File: config.mk
export PLATFORM = sky130hd
export DESIGN_NAME = input_ctrl
export DESIGN_NICKNAME = d
export VERILOG_FILES = /design/src/rtl/game_pkg.sv /design/src/rtl/input_ctrl_debounce.sv /design/src/rtl/input_ctrl.sv
export SDC_FILE = /design/constraint.sdc
export NUM_CORES = 1
export LEC_CHECK = 0
export CAP_MARGIN = 20
export CORE_MARGIN = 8
export CORE_UTILIZATION = 45
export CTS_BUF_LIST = sky130_fd_sc_hd__clkbuf_8
export CTS_CLUSTER_SIZE = 10
export DETAILED_ROUTE_END_ITERATION = 10
export GPL_TIMING_DRIVEN = 0
export PLACE_DENSITY_LB_ADDON = 0.2
export SYNTH_ARGS = -nofsm -noshare
export SYNTH_HDL_FRONTEND = slang
export SYNTH_SLANG_ARGS = --single-unit
File: constraint.sdc
create_clock -name clk -period 3.15 [get_ports clk]
set_clock_uncertainty 0.2 [all_clocks]
set_input_delay 0.315 -clock clk [delete_from_list [all_inputs] [get_ports clk]]
set_output_delay 0.315 -clock clk [all_outputs]
set_load 0.02 [all_outputs]
File: src/rtl/game_pkg.sv
// Shared game-core types: direction encoding and button channel indices.
package game_pkg;

  typedef enum logic [1:0] {
    DIR_UP    = 2'd0,
    DIR_DOWN  = 2'd1,
    DIR_LEFT  = 2'd2,
    DIR_RIGHT = 2'd3
  } dir_t;

  localparam dir_t DIR_RESET = DIR_RIGHT;

  localparam int BTN_UP      = 0;
  localparam int BTN_DOWN    = 1;
  localparam int BTN_LEFT    = 2;
  localparam int BTN_RIGHT   = 3;
  localparam int BTN_PAUSE   = 4;
  localparam int BTN_RESTART = 5;

endpackage

File: src/rtl/input_ctrl_debounce.sv
// One button channel: two-flop synchroniser, stability counter, debounced
// level and a one-cycle press pulse on each accepted rising edge.
module debounce #(
  parameter int DEBOUNCE_CYCLES = 4096
) (
  input  logic clk,
  input  logic rst,
  input  logic raw_i,
  output logic level_o,
  output logic press_o
);

  localparam int CW = (DEBOUNCE_CYCLES > 1) ? $clog2(DEBOUNCE_CYCLES) : 1;
  localparam logic [CW-1:0] CNT_LAST = CW'(DEBOUNCE_CYCLES - 1);

  logic          sync1_q, sync2_q;
  logic          level_q, press_q;
  logic [CW-1:0] cnt_q;

  always_ff @(posedge clk) begin
    if (rst) begin
      sync1_q <= 1'b0;
      sync2_q <= 1'b0;
      level_q <= 1'b0;
      press_q <= 1'b0;
      cnt_q   <= '0;
    end else begin
      sync1_q <= raw_i;
      sync2_q <= sync1_q;
      press_q <= 1'b0;
      // Any return to the current level restarts the stability window.
      if (sync2_q != level_q) begin
        if (cnt_q == CNT_LAST) begin
          level_q <= ~level_q;
          press_q <= ~level_q;
          cnt_q   <= '0;
        end else begin
          cnt_q <= cnt_q + 1'b1;
        end
      end else begin
        cnt_q <= '0;
      end
    end
  end

  assign level_o = level_q;
  assign press_o = press_q;

endmodule

File: src/rtl/input_ctrl.sv
// Pad input front-end: per-channel debounce plus a direction FIFO popped on
// each game tick. INPUT_CTRL_REVERSE_FILTER_EN also drops 180-degree turns.
module input_ctrl
  import game_pkg::*;
#(
  parameter int NUM_BUTTONS     = 6,
  parameter int DEBOUNCE_CYCLES = 4096,
  parameter int QUEUE_DEPTH     = 4
) (
  input  logic                         clk,
  input  logic                         rst,
  input  logic [NUM_BUTTONS-1:0]       i_buttons,
  input  logic                         i_tick,
  input  logic                         i_clear,
  output logic [NUM_BUTTONS-1:0]       o_level,
  output logic [NUM_BUTTONS-1:0]       o_press,
  output logic [1:0]                   o_heading,
  output logic                         o_heading_upd,
  output logic [$clog2(QUEUE_DEPTH):0] o_queue_count,
  output logic                         o_queue_full
);

  localparam int PW = $clog2(QUEUE_DEPTH);
  localparam int CW = PW + 1;

  for (genvar k = 0; k < NUM_BUTTONS; k++) begin : g_btn
    debounce #(.DEBOUNCE_CYCLES(DEBOUNCE_CYCLES)) u_db (
      .clk     (clk),
      .rst     (rst),
      .raw_i   (i_buttons[k]),
      .level_o (o_level[k]),
      .press_o (o_press[k])
    );
  end

  logic [1:0]    mem_q [QUEUE_DEPTH];
  logic [PW-1:0] wptr_q, wptr_d, rptr_q, rptr_d;
  logic [CW-1:0] count_q, count_d;
  logic [1:0]    tail_q, tail_d, heading_q, heading_d;
  logic          upd_q, upd_d;

  logic       cand_vld, drop, full, push, pop;
  logic [1:0] cand, ref_dir;

  always_comb begin
    cand_vld = |o_press[3:0];
    cand     = DIR_UP;
    if      (o_press[BTN_UP])   cand = DIR_UP;
    else if (o_press[BTN_DOWN]) cand = DIR_DOWN;
    else if (o_press[BTN_LEFT]) cand = DIR_LEFT;
    else                        cand = DIR_RIGHT;

    ref_dir = (count_q != '0) ? tail_q : heading_q;
    drop    = (cand == ref_dir);
`ifdef INPUT_CTRL_REVERSE_FILTER_EN
    drop    = drop || (cand == (ref_dir ^ 2'd1));
`endif
    full = (count_q == CW'(QUEUE_DEPTH));
    // Pop decides on the pre-push occupancy; a pop frees a slot for a push.
    pop  = i_tick && (count_q != '0);
    push = cand_vld && !drop && (!full || pop);

    wptr_d    = wptr_q;
    rptr_d    = rptr_q;
    count_d   = count_q;
    tail_d    = tail_q;
    heading_d = heading_q;
    upd_d     = 1'b0;

    if (i_clear) begin
      wptr_d    = '0;
      rptr_d    = '0;
      count_d   = '0;
      heading_d = DIR_RESET;
    end else begin
      if (push) begin
        wptr_d = wptr_q + 1'b1;
        tail_d = cand;
      end
      if (pop) begin
        rptr_d    = rptr_q + 1'b1;
        heading_d = mem_q[rptr_q];
        upd_d     = 1'b1;
      end
      if (push && !pop)      count_d = count_q + 1'b1;
      else if (pop && !push) count_d = count_q - 1'b1;
    end
  end

  always_ff @(posedge clk) begin
    if (rst) begin
      wptr_q    <= '0;
      rptr_q    <= '0;
      count_q   <= '0;
      tail_q    <= DIR_RESET;
      heading_q <= DIR_RESET;
      upd_q     <= 1'b0;
    end else begin
      wptr_q    <= wptr_d;
      rptr_q    <= rptr_d;
      count_q   <= count_d;
      tail_q    <= tail_d;
      heading_q <= heading_d;
      upd_q     <= upd_d;
    end
  end

  always_ff @(posedge clk) begin
    if (push && !i_clear) mem_q[wptr_q] <= cand;
  end

  assign o_heading     = heading_q;
  assign o_heading_upd = upd_q;
  assign o_queue_count = count_q;
  assign o_queue_full  = (count_q == CW'(QUEUE_DEPTH));

endmodule

# Word level (Yosys, flattened, before mapping)
# Memories as Yosys holds them, arrays and structs flattened. A register that Yosys moved wholly into a read port is not among the register bits.
# Index checks and enable logic that the tools add are counted.
# totals
memories	1
inputBits	10
register_bits	106
mem_bits_rw	8
# mem_list
memory	depth	width	rd	rd_clocked_by_memory_dff	wr	line	source
mem_q	4	2	1	1	1	input_ctrl.sv:36	logic [1:0] mem_q [QUEUE_DEPTH];
# op_classes
n_bitwise	19
n_reduce_logical	35
n_eq_ne	14
n_addsub	10
mux	9
# ops
cell	count
$add A12 B1 Y12 const B	6
$eq A12 B12 Y1 const B	6
$reduce_or A3 Y1	12
$not A1 Y1	19
$reduce_and A2 Y1	7
$logic_and A1 B1 Y1	6
$mux W2	3
$mux W3	2
$ne A1 B1 Y1	6
$logic_not A1 Y1	5
$add A2 B1 Y2 const B	2
$mux W1	4
$reduce_or A4 Y1	1
$add A3 B1 Y3 const B	1
$eq A3 B3 Y1 const B	1
$reduce_bool A3 Y1	1
$sub A3 B1 Y3 const B	1
$eq A2 B2 Y1	1
$reduce_bool A2 Y1	1
$reduce_or A2 Y1	1
$logic_or A1 B1 Y1	1

# Logic depth before layout (Yosys ltp)
# Gate-level depths: netlist of run 1.
# logic_depth
depth_word	11
ltp_mapped	11
ltp_nobuf	10

# Cells and area by module
# A second synthesis of run 1 with hierarchy kept.
# unflattened
hier_cells	517
area_unflattened_um2	5277.6
# modules_own_cells
module	instances	area_per_inst_um2	seq_area_each_um2	cells_per_inst
debounce	6	710.7	320.3	71
input_ctrl	1	1013.5	480.5	91

# Worst setup path before layout of run 1
# OpenSTA, ideal clock, no wires.
# synth_timing
path_type	flip-flop to flip-flop
startpoint	register count_q[0], in the netlist o_queue_count[0]
endpoint	register count_q[2], in the netlist o_queue_count[2]
setup_time_ps	70
period_less_slack_ps	2926
required_time_ps	2880
n_path_buf	1
t_arrival_ps	2656
path_stages_with_launch	12
path_slack_ps	224
cell_sequence	dfxtp_1 > buf_6 > or4b_4 > a21oi_1 > a211oi_2 > nor2_1 > ha_1 > inv_1 > fa_1 > xor2_1 > or3_1 > a21oi_1
# synth_via
elab_chain_cells	9
# synth_rtl
element	line	source
start, declared	input_ctrl.sv:38	logic [CW-1:0] count_q, count_d;
start signal, assigned	input_ctrl.sv:101	count_q <= count_d;
$reduce_bool A3 Y1	input_ctrl.sv:53, input_ctrl.sv:60	
$mux W2	input_ctrl.sv:53	ref_dir = (count_q != '0) ? tail_q : heading_q;
$eq A2 B2 Y1	input_ctrl.sv:54	drop = (cand == ref_dir);
$logic_not A1 Y1	input_ctrl.sv:61	push = cand_vld && !drop && (!full || pop);
$logic_and A1 B1 Y1 (2 in series)	input_ctrl.sv:61	
$logic_not A1 Y1	input_ctrl.sv:86	else if (pop && !push) count_d = count_q - 1'b1;
$logic_and A1 B1 Y1	input_ctrl.sv:86	
$reduce_bool A2 Y1 (no line)	-	
# Parallel ways exist; a longest one is shown, timed or not. The select of a mux whose other input is x is not followed.
# A chain may end at the register's enable or synchronous reset.

# Worst setup path in the final report of run 1
# layout_timing
startpoint	register count_q[1], in the netlist o_queue_count[1]
endpoint	register count_q[2], in the netlist o_queue_count[2]
# The elaborated chain is that of the path after synthesis.

==> reports/metrics.cfg, run 1 <==
[outcome]
status=finished clean

[sta]
relSlewSlack=0.620
setup_viol=0
tightest_slew_ns=0.567
fin_crit_ns=2.95
finalHoldViolCount=0
fin_setup_tns_ns=0
rsz0062_at_grt=no
period_share=0.935
max_clock_freq_mhz=340
drv_slew=0

[synthesis]
synth_seq_area_share=0.504
ys_types=40
synth_seq_cells=116
synth_area_sq_um=4770
async_flop_share=0
avgSynthCellArea_sq_um=9.56
ys_warn_count=0
synth_edf_count=8
synth_nets=521
ys_dominant_reg_cell=dfxtp_1
synth_cells=499

[grt]
busiest_layer=met2
grt_pass1_wl_um=14300
grt_usage=0.122
grtUsageMet1=0.144
grt_max_degree=17
gr-total-overflow=0
met3_usage=0.0439
antenna_found_initial=0
grt_pass1_vias=3218
use_met2=0.197

[finish]
final_cell_mix=dfxtp_1, nor2_1, xor2_1
layout_commonest_cell=dfxtp_1
syn2layout_area_growth_pct=19.2
finalCoreUtilization=0.551
layout.nets=568
fin_cells=695
drive_gt1_frac=0.0930
diodes=0

[worst_setup_path]
regToRegSetupSlack_ns=0.20
cp_max_fo=7
crit_start=o_queue_count[1]
arrival_ns=3.09
crit_type=flop to flop
worst_setup_path_start_kind=flop
r2r-start=o_queue_count[1]
worst_setup_path_end_kind=flop
crit_required_ns=3.30

[floorplanning]
fp.dieArea_sq_um=14100
core_sq_um=10300
ios=29
num_rows=37
die_height_um=119
initial_utilization=0.462
die_w_um=119

[route]
wirelength_um=8030
drt-initial-drc-count=185
first_pass_iters=4
vias_per_cell=4.72
vias=3277
drc=0
wl_per_cell_um=11.6
detail-route-antenna-nets=0

[clock_network]
cts_tree=built
cts_max_path_buffers=2
numCtsBuffers=17
cts.clk_slew.worst_paths_ns=0.06
htree_levels=4
clkSinkCount=116
cts-root-buf=clkbuf_8
postCtsSetupBuffers=0
worstSkewPairLatency_ns=0.42

[power]
pwr-share-comb=0.015
power_frac_clock=0.508
power_leakage_uw=0.00203
irDropWorstVdd_mv=0.391
p_int_uw=2540
switching_share=0.191
cellPowerDensity_nw_per_um2=552
pwr-share-seq=0.477
p_switching_uw=598

[placed_design]
hpwl_um=5680
port-buffer-count=28
dp_cells=663
place_congestion=0.749

[hold_path]
hold_path_class=flop to flop
hp-start=g_btn[0].u_db.sync1_q

[flow_run]
drv_cap=0

## critical path: stages (launching register included)
cell and delay (ns):
dfxtp_1 0.33, clkbuf_2 0.17, or4b_4 0.53, a21oi_1 0.17, a211oi_2 0.08, nor2_2 0.15
ha_1 0.21, inv_1 0.07, fa_1 0.37, xor2_1 0.16, or3_1 0.31, a21oi_1 0.14
## stage by stage
step                cell area (sq um)  setup slack [ns]  hold slack, ns  power [uW]
floorplan                        4770             0.224           0.214        1550
global placement                 5220             0.151           0.220        1570
detailed placement               5220             0.143           0.223        1570
CTS                              5680             0.116           0.229        3170
global route                     5690            0.0217           0.254        3240
finish                           5690             0.205           0.238        3140
## logic make-up (layout without fill, tap and decap cells)
kind of cell | after synthesis | after routing | share of synthesized area
flip-flops | 116 | 116 | 0.504
adder cells (fa/ha/maj) | 12 | 12 | 0.0331
AND/OR/NAND/NOR | 234 | 234 | 0.239
XOR/XNOR | 67 | 67 | 0.123
buffers and inverters | 38 | 98 | 0.0412
multiplexers | 14 | 14 | 0.0346
AO/OA/AOI/OAI | 18 | 18 | 0.0257
## sequential cells by signal (all words and copies together) (netlist names)
register,count
g_btn.u_db.sync1_q,6
rptr_q,2
o_heading_upd,1
mem_q,8
g_btn.u_db.level_o,6
g_btn.u_db.sync2_q,6
tail_q,2
o_queue_count,3
wptr_q,2
o_heading,2
g_btn.u_db.press_o,6
g_btn.u_db.cnt_q,72
## layer usage
layer | wire length (um) | vias up | part of all wire
met5 | 0 | - | 0
met1 | 3940 | 1491 | 0.49
met3 | 376 | 13 | 0.047
met2 | 3610 | 42 | 0.45
li1 | - | 1731 | -
met4 | 113 | 0 | 0.014
## cells in the mapped netlist, drive strengths merged (2+ instances only)
cell type  instances  area, sq um
a21oi              6         30.0
and2               7         43.8
and3              12         80.1
and4               3         26.3
buf               13          101
clkbuf            12         46.3
dfxtp            108         2160
edfxtp             8          240
ha                11          138
inv               13         48.8
mux2i             12          120
mux4               2         45.0
nand2             30          113
nand2b            12         75.1
nand3             22          110
nand4             10         62.6
nor2             103          387
nor2b             13         81.3
nor3               5         30.0
nor3b              2         15.0
nor4               2         12.5
nor4b              5         43.8
o21ai              5         25.0
o31ai              2         20.0
or2                2         12.5
or3                5         31.3
xnor2             29          254
xor2              38          333
## worst paths after layout
kind                                               to  cells past startpoint
worst max-delay path                 o_queue_count[2]                     11
worst min-delay path            g_btn[0].u_db.sync2_q                      1
worst max register to register       o_queue_count[2]                     11
worst min register to register  g_btn[0].u_db.sync2_q                      1
## power groups by stage
stage | Combinational, uW | Clock [uW] | Sequential, uW
finish | 46.1 | 1590 | 1500
global placement | 46.2 | 0 | 1530
global route | 51.7 | 1690 | 1500
CTS | 46.9 | 1630 | 1500
detailed placement | 46.6 | 0 | 1530
floorplan | 25.5 | 0 | 1530
## area by class of cell
| class | count | area [sq um] |
|---|---|---|
| Tap cell | 136 | 170 |
| Clock buffer | 18 | 248 |
| Fill cell | 925 | 4640 |
| Timing Repair Buffer | 28 | 280 |
| Inverter | 13 | 48.8 |
| Clock inverter | 14 | 216 |
| Multi-Input combinational cell | 345 | 2170 |
| Buffer | 25 | 148 |
| Sequential cell | 116 | 2400 |
## what timing repair did
item	4_1_cts	5_1_grt
endpoints found under the setup margin	0	1
gates resized for setup	0	1
hold buffers	0	0
No activity file was read; power rests on OpenSTA's default activity.
==> run 2, diff against run 1 <==
- ABC_CLOCK_PERIOD_IN_PS: default -> 3150
==> results of run 2 <==
Same layout as run 1: the final DEF is identical, and so are final timing and power.
